**config.mk**
```make
export PLATFORM = sky130hd
export DESIGN_NAME = eight_to_four_tx
export DESIGN_NICKNAME = d
export VERILOG_FILES = /design/src/rtl/eight_to_four_tx_pkg.sv /design/src/rtl/eight_to_four_tx.sv
export SDC_FILE = /design/constraint.sdc
export NUM_CORES = 1
export LEC_CHECK = 0
export CORE_MARGIN = 1
export CORE_UTILIZATION = 40
export CTS_CLUSTER_SIZE = 28
export DETAILED_ROUTE_END_ITERATION = 12
export DONT_BUFFER_PORTS = 1
export GPL_TIMING_DRIVEN = 0
export PLACE_DENSITY_LB_ADDON = 0.2
export SLEW_MARGIN = 20
export SYNTH_ARGS = -nofsm -noshare
export SYNTH_HDL_FRONTEND = slang
export SYNTH_SLANG_ARGS = --single-unit
```
**constraint.sdc**
```tcl
create_clock -name clock -period 1.96 [get_ports clock]
set_clock_uncertainty 0.1 [all_clocks]
set_input_delay 0.392 -clock clock [delete_from_list [all_inputs] [get_ports clock]]
set_output_delay 0.392 -clock clock [all_outputs]
set_load 0.005 [all_outputs]
```
**src/rtl/eight_to_four_tx_pkg.sv**
```systemverilog
// Shared constants for the byte-to-nibble transmit path and its receive-side checker.
package eight_to_four_tx_pkg;

  typedef enum logic [3:0] {
    IDLE,
    PRE,
    SFD_LO,
    SFD_HI,
    DATA_LO,
    DATA_HI,
    PAD_LO,
    PAD_HI,
    IFG
  } tx_state_e;

  localparam logic [3:0] PREAMBLE_NIB = 4'h5;
  localparam logic [3:0] SFD_HI_NIB   = 4'hD;

  localparam int DEF_PREAMBLE_BYTES = 7;
  localparam int DEF_MIN_BYTES      = 60;
  localparam int DEF_IFG_NIBBLES    = 24;

  localparam int BYTE_CNT_W = 11;

  // Byte counter sticks at its maximum instead of wrapping on jumbo frames.
  function automatic logic [BYTE_CNT_W-1:0] sat_inc(input logic [BYTE_CNT_W-1:0] v);
    return (&v) ? v : v + 1'b1;
  endfunction

endpackage

```
**src/rtl/eight_to_four_tx.sv**
```systemverilog
// Byte-to-nibble transmit serializer: preamble, SFD, payload low nibble first,
// zero padding to a minimum length, then a fixed inter-frame gap.
module eight_to_four_tx
  import eight_to_four_tx_pkg::*;
#(
  parameter int PREAMBLE_BYTES = DEF_PREAMBLE_BYTES,
  parameter int MIN_BYTES      = DEF_MIN_BYTES,
  parameter int IFG_NIBBLES    = DEF_IFG_NIBBLES
) (
  input  logic       clock,
  input  logic       reset,
  input  logic [7:0] datain,
  input  logic       ena,
  output logic       ren,
  output logic [3:0] dataout,
  output logic       tx_en,
  output logic       busy,
  output logic       error_empty
);

  // PRE covers all preamble nibbles but the last; SFD_LO supplies that one.
  localparam logic [4:0]            PRE_LAST = 5'(2*PREAMBLE_BYTES-1);
  localparam logic [4:0]            IFG_LAST = 5'(IFG_NIBBLES-1);
  localparam logic [BYTE_CNT_W-1:0] MIN_CNT  = BYTE_CNT_W'(MIN_BYTES);

  tx_state_e             state_q, state_d;
  logic [4:0]            nib_cnt_q, nib_cnt_d;
  logic [BYTE_CNT_W-1:0] byte_cnt_q, byte_cnt_d;
  logic [7:0]            hold_q, hold_d;
  logic [3:0]            dataout_q, dataout_d;
  logic                  tx_en_q, tx_en_d;
  logic                  err_q, err_d;

  // The source advances only at byte boundaries that actually take a byte.
  assign ren         = ena & ((state_q == SFD_HI) | (state_q == DATA_HI));
  assign busy        = (state_q != IDLE);
  assign dataout     = dataout_q;
  assign tx_en       = tx_en_q;
  assign error_empty = err_q;

  // Next state plus the nibble that the next state puts on the wire.
  always_comb begin
    state_d    = state_q;
    hold_d     = hold_q;
    byte_cnt_d = byte_cnt_q;
    dataout_d  = 4'h0;
    err_d      = 1'b0;
    case (state_q)
      IDLE: begin
        byte_cnt_d = '0;
        if (ena) begin
          state_d   = PRE;
          dataout_d = PREAMBLE_NIB;
        end
      end
      PRE: begin
        dataout_d = PREAMBLE_NIB;
        if (nib_cnt_q == PRE_LAST) state_d = SFD_LO;
      end
      SFD_LO: begin
        state_d   = SFD_HI;
        dataout_d = SFD_HI_NIB;
      end
      SFD_HI, DATA_HI: begin
        if (ena) begin
          hold_d     = datain;
          dataout_d  = datain[3:0];
          state_d    = DATA_LO;
          byte_cnt_d = sat_inc(byte_cnt_q);
        end else begin
          err_d   = (state_q == SFD_HI);
          state_d = (byte_cnt_q < MIN_CNT) ? PAD_LO : IFG;
        end
      end
      DATA_LO: begin
        state_d   = DATA_HI;
        dataout_d = hold_q[7:4];
      end
      PAD_LO: state_d = PAD_HI;
      PAD_HI: begin
        byte_cnt_d = sat_inc(byte_cnt_q);
        state_d    = (byte_cnt_d >= MIN_CNT) ? IFG : PAD_LO;
      end
      IFG: begin
        if (nib_cnt_q == IFG_LAST) state_d = IDLE;
      end
      default: state_d = IDLE;
    endcase
    tx_en_d   = (state_d != IDLE) && (state_d != IFG);
    nib_cnt_d = ((state_d == state_q) && (state_q == PRE || state_q == IFG)) ?
                nib_cnt_q + 5'd1 : 5'd0;
  end

  // State and registered outputs; reset truncates any frame in flight.
  always_ff @(posedge clock) begin
    if (reset) begin
      state_q    <= IDLE;
      nib_cnt_q  <= '0;
      byte_cnt_q <= '0;
      hold_q     <= '0;
      dataout_q  <= '0;
      tx_en_q    <= 1'b0;
      err_q      <= 1'b0;
    end else begin
      state_q    <= state_d;
      nib_cnt_q  <= nib_cnt_d;
      byte_cnt_q <= byte_cnt_d;
      hold_q     <= hold_d;
      dataout_q  <= dataout_d;
      tx_en_q    <= tx_en_d;
      err_q      <= err_d;
    end
  end

endmodule

```
After elaboration in Yosys (flattened, before gate mapping)
Cells that the tools add are included.
{"block": "classes", "n_addsub": 2, "order_cmp": 2, "n_eq_ne": 13, "muxes": 13, "bitwise_logic": 4, "n_reduce_logical": 13}
{"op": "one-hot mux 11 bit (3 select lines)", "n": 1}
{"op": "one-hot mux 4 bit (8 select lines)", "n": 1}
{"op": "2-to-1 mux 4 bit", "n": 7}
{"op": "2-to-1 mux 11 bit", "n": 2}
{"op": "one-hot mux 4 bit (5 select lines)", "n": 1}
{"op": "== test 4 x 3 -> 1 bit (second input constant)", "n": 4}
{"op": "adder 11 x 1 -> 11 bit (second input constant)", "n": 1}
{"op": "greater-or-equal comparator 11 x 6 -> 1 bit (second input constant)", "n": 1}
{"op": "< comparator 11 x 6 -> 1 bit (second input constant)", "n": 1}
{"op": "AND reduction 11 bit", "n": 1}
{"op": "== test 4 x 2 -> 1 bit (second input constant)", "n": 2}
{"op": "nonzero test 4 bit", "n": 2}
{"op": "adder 5 x 1 -> 5 bit (second input constant)", "n": 1}
{"op": "== test 5 x 4 -> 1 bit (second input constant)", "n": 1}
{"op": "== test 5 bit (second input constant)", "n": 1}
{"op": "== test 4 x 1 -> 1 bit (second input constant)", "n": 1}
{"op": "== test 4 bit", "n": 1}
{"op": "== test 4 bit (second input constant)", "n": 1}
{"op": "logical NOT 4 bit", "n": 1}
{"op": "inequality test 4 bit (second input constant)", "n": 1}
{"op": "AND reduction 2 bit", "n": 2}
{"op": "OR reduction 2 bit", "n": 2}
{"op": "2-to-1 mux 3 bit", "n": 1}
{"op": "nonzero test 3 bit", "n": 1}
{"op": "other kinds (7)", "n": 9}
{"block": "word_totals", "register_bits": 34, "inputBits": 11, "word_cells": 54}

Depth between registers and ports, before layout
{"block": "logic_depth", "depth_word": 9, "depth_mapped": 7, "mapped_depth_nobuf": 7}

Worst setup path after synthesis
OpenSTA, ideal clock, no wires.
{"block": "synth_timing", "path_kind": "register to register", "start": "register byte_cnt_q[0]", "end": "register state_q[1]", "setup_time_ns": 0.136, "arrival_time_ns": 1.682, "slack_ns": 0.042, "stages_incl_launch_ff": 7, "path_cell_list": "dfxtp_1 -> ha_1 -> and4_1 -> a41oi_1 -> or3b_4 -> a21oi_4 -> o32ai_1"}
{"block": "synth_via", "elab_chain_cells": 5, "word_cells_on_any_way": 9, "cone_classes": "add/sub (1); order compare (2); mux (5); reduce/logical (1)"}
{"item": "start: declaration", "line_no": "eight_to_four_tx.sv:28", "text": "logic [BYTE_CNT_W-1:0] byte_cnt_q, byte_cnt_d;"}
{"item": "start signal: assignment", "line_no": "eight_to_four_tx.sv:107", "text": "byte_cnt_q <= byte_cnt_d;"}
{"item": "adder 11 x 1 -> 11 bit / AND reduction 11 bit (equally long branches)", "line_no": "eight_to_four_tx_pkg.sv:27", "text": "return (&v) ? v : v + 1'b1;"}
{"item": "2-to-1 mux 11 bit", "line_no": "eight_to_four_tx_pkg.sv:27"}
{"item": "greater-or-equal comparator 11 x 6 -> 1 bit", "line_no": "eight_to_four_tx.sv:82", "text": "state_d = (byte_cnt_d >= MIN_CNT) ? IFG : PAD_LO;"}
{"item": "2-to-1 mux 4 bit", "line_no": "eight_to_four_tx.sv:82"}
{"item": "one-hot mux 4 bit (8 select lines) (*)", "line_no": "eight_to_four_tx.sv:48", "text": "case (state_q)"}
{"item": "end signal: assignment", "line_no": "eight_to_four_tx.sv:105", "text": "state_q <= state_d;"}
{"item": "end: declaration", "line_no": "eight_to_four_tx.sv:26", "text": "tx_state_e state_q, state_d;"}
Every way passes the cells marked *; elsewhere a longest branch is shown, timed or not.
A chain may end at the register's enable or synchronous reset.

Final worst setup path
{"block": "layout_timing", "start": "register byte_cnt_q[2]", "end": "register nib_cnt_q[0]"}
{"block": "layout_via", "elab_chain_cells": 9, "word_cells_on_any_way": 13, "cone_classes": "add/sub (1); order compare (2); eq/ne (1); mux (5); bitwise (1); reduce/logical (3)"}
{"item": "adder 11 x 1 -> 11 bit / AND reduction 11 bit (equally long branches)", "line_no": "eight_to_four_tx_pkg.sv:27"}
{"item": "2-to-1 mux 11 bit", "line_no": "eight_to_four_tx_pkg.sv:27"}
{"item": "greater-or-equal comparator 11 x 6 -> 1 bit", "line_no": "eight_to_four_tx.sv:82"}
{"item": "2-to-1 mux 4 bit", "line_no": "eight_to_four_tx.sv:82"}
{"item": "one-hot mux 4 bit (8 select lines) (*)", "line_no": "eight_to_four_tx.sv:48"}
{"item": "== test 4 bit (*)", "line_no": "eight_to_four_tx.sv:90", "text": "nib_cnt_d = ((state_d == state_q) && (state_q == PRE || state_q == IFG)) ?"}
{"item": "logical AND 1 bit (*)", "line_no": "eight_to_four_tx.sv:90"}
{"item": "inverter 1 bit (no line) (*)"}
{"item": "OR reduction 2 bit (no line) (*)"}
{"item": "end signal: assignment", "line_no": "eight_to_four_tx.sv:106", "text": "nib_cnt_q <= nib_cnt_d;"}
{"item": "end: declaration", "line_no": "eight_to_four_tx.sv:27", "text": "logic [4:0] nib_cnt_q, nib_cnt_d;"}
Marks and branches as above.

==> impl_results.md <==
* Die Y-Extent at 67.6 um
* Drc violations at 0
* Overall routing resource usage at 0.191
* GR Layer Usage met2 at 0.290
* Cell Area, Synth at 1720 um2
* Worst R2R Setup Slack at 0.05 ns
* DIE AREA at 4560 um2
* Worst-skew pair later-pin latency at 0.29 ns
* Cell family contributing the most delay on the critical path: compound AO/OA/AOI/OAI gates
* Met1 Use GR at 0.251
* Clock Sinks at 30
* Count of final hold-check violations at 0
* Hold Crit Depth at 2
* Ys flop type: dfxtp_1
* Worst path max stage delay at 0.44 ns
* P&R area growth vs syn at 22.3%
* Global route total overflow at 0
* Grt met3 use at 0.0439
* Final Setup Violations at 0
* Max Cap Violations at 0
* Largest net degree at the start of global routing at 11
* VDD IR max at 0.389 mV
* R2R depth at 6
* Hpwl dp at 2.69 mm
* Avg Cell Area, Syn at 8.51 um2
* Critical path cell sequence: buf_6 -> and4_4 -> nor3_4 -> o41a_1 -> o32a_1 -> nor2_1
* Clock Path Buffers at 2
* Clk slew on worst S/H paths at 0.07 ns
* CP bufs+invs at 1
* Htree depth at 2
* Worst hold path startpoint: datain[6]
* RSZ-0062 raised after global routing: true
* Nets at 232
* Reg-to-Reg Start: byte_cnt_q[2]
* Synthesized flop and latch total at 30
* CTS Buf Count at 5
* Via density at 5.72
* HP Class: primary input to flop
* First-pass GRT wire length at 6.43 mm
* Unique cell type count in the Yosys netlist at 59
* Most Crowded Layer GR: met2
* Worst slew margin at 0.613
* IO Count at 19
* Setup Crit Path Kind: flop to flop
* CTS Root Cell: clkbuf_8
* Syn. warnings at 0
* Post-synthesis sequential area ratio at 0.349
* Hold buffers post-CTS at 0
* Syn nets at 216
* Fin crit share at 0.976
* Share of flip-flops with an asynchronous set or reset at 0
* Worst Tran Pin Value at 0.573 ns
* Share of cells above drive strength 1 at 0.269
* Final Cell Area at 2100 um2
* Total core area at 4060 um2
* Clock network power share at 0.438
* Slowest library cell on the worst path: o41a_1
* Diode count at 0
* Rows at 23
* Via count at 1538
* CP startpoint: byte_cnt_q[2]
* TritonCTS clock tree: built
* WP data required at 2.09 ns
* CP arrival at 2.05 ns
* Hold Path End: hold_q[6]
* Worst setup SP type: flop
* RePlAce Congestion at 0.884
* Die width at 67.6 um
* Critical-path maximum fanout at 7
* Reg power frac at 0.514
* Reg2reg end: nib_cnt_q[0]
* Slew Viols, Final at 0
* # port buffers at 0
* Final Power at 1.19 mW
* Pre-antenna DRT Iters at 4
* Pwr/cell area at 567 nW/um2
* Initial core utilization at 0.424
* Fin Setup TNS at 0 ns
* WL/cell at 15.3 um
* Detailed Route Iter0 Violations at 104
* Sw frac at 0.238
* Cells after Synth at 202
* EDFF count, synth at 0
* Status: finished, final reports clean
* Total Wirelength at 4.11 mm
* Psw at 0.283 mW
* Logic pwr share at 0.048
* Pleak at 0.702 nW
* Initial antenna violation count at 0
* Post-DP Area at 1780 um2
* Min cycle time layout at 1.91 ns
* Final ANT Viol Nets at 0
* Worst Setup End Kind: flop
* Fmax achieved at 523 MHz
* P_int at 0.909 mW
* Vias in the first global route at 1380
==> worst max-delay path by stage <==
| stage | cells after the start | endpoint | slack (ns) |
|---|---|---|---|
| CTS | 5 | state_q[1] | 0.005 |
| finish | 6 | nib_cnt_q[0] | 0.05 |
| floorplan | 6 | state_q[1] | 0.04 |
| global placement | 6 | state_q[1] | -0.22 |
| global route | 6 | nib_cnt_q[1] | -0.03 |
| detailed placement | 6 | state_q[1] | -0.21 |
==> layer usage <==
metal  routed length (um)  up-vias
met5                    0        -
met4                   76        0
met3                  207        8
met2                 1950       41
met1                 1880      711
li1                     -      778
==> power by group through the flow <==
| stage | clock network [mW] | registers (mW) | logic, mW |
|---|---|---|---|
| 5_1_grt | 0.563 | 0.613 | 0.0638 |
| 2_1_floorplan | 0 | 0.634 | 0.0418 |
| 3_5_place_dp | 0 | 0.635 | 0.0561 |
| 6_report | 0.522 | 0.613 | 0.0572 |
| 3_3_place_gp | 0 | 0.635 | 0.0568 |
| 4_1_cts | 0.535 | 0.620 | 0.0571 |
==> metrics by stage <==
stage               hold WS (ns)  worst slack, ns  std cells   util
global placement           0.349           -0.217        252  0.439
detailed placement         0.364           -0.212        252  0.439
finish                     0.154           0.0463        269  0.518
CTS                        0.155          0.00468        261  0.477
global route               0.171          -0.0304        269  0.518
floorplan                  0.333           0.0423        202      -
==> cell type report <==
type / instances / area [um2]
clock buffer: 7 / 86.3
buffer: 11 / 75.1
tap: 50 / 62.6
fill: 390 / 1950
sequential: 30 / 627
multi-input combinational: 150 / 1130
clock inverter: 1 / 5.00
inverter: 10 / 37.5
timing repair buffer: 10 / 78.8
==> cell families (layout without fill, tap and decap cells) <==
logic type      count (synthesis)  count (layout)  share of synthesized area
xor+xnor                        6               6                     0.0306
buf+inv                        22              39                     0.0582
fa+ha+maj                       4               4                     0.0277
compound gates                 42              42                      0.186
flops                          30              30                      0.349
mux                            11              11                     0.0648
simple gates                   87              87                      0.284
==> cell usage in the layout (no fill, tap or decap), drive strengths merged, types with 4 or more instances in the layout <==
master / instances
a21oi: 6
buf: 14
clkbuf: 13
dfxtp: 30
inv: 10
mux2i: 10
nand2: 16
nand3: 12
nand4: 4
nor2: 21
nor3: 10
o21ai: 9
o31ai: 4
==> registers in the layout, summed over array words and instances, names as in the netlist <==
name         count
error_empty      1
hold_q           4
byte_cnt_q      11
tx_en            1
dataout          4
nib_cnt_q        5
state_q          4
==> Yosys cell counts, types with 2 or more instances <==
library cell  number  area share
nor2_1            21       0.046
xnor2_1            3       0.015
a22oi_1            2      0.0087
and3_1             2      0.0073
nand4b_1           2       0.010
clkbuf_1           5       0.011
inv_1              9       0.020
nand3_2            4       0.023
a311oi_1           2       0.010
o31a_1             2       0.010
o21ai_0            9       0.026
a31oi_1            3       0.011
ha_1               3       0.022
dfxtp_1           30        0.35
a21oi_1            5       0.015
buf_2              4       0.012
xor2_1             3       0.015
nor2b_1            3       0.011
nand2_1           16       0.035
nor3b_1            3       0.013
o32ai_1            2       0.010
nand4_1            4       0.015
nand3_1            8       0.023
nor3_1             9       0.026
mux2i_1           10       0.058
o31ai_1            3       0.013
or3_1              3       0.011
==> worst register-to-register path, cell delays in order, from the launching register on <==
cell	delay [ns]
dfxtp_4	0.35
buf_6	0.11
and4_4	0.28
nor3_4	0.06
o41a_1	0.44
o32a_1	0.41
nor2_1	0.12
==> what timing repair did <==
item                       in CTS  in global routing
cloned                          0                  1
buffers inserted                1                  8
setup endpoints to repair       7                 10
pin swaps                       4                 12
gates resized for setup        13                 32
(Power assumes the default switching activity.)
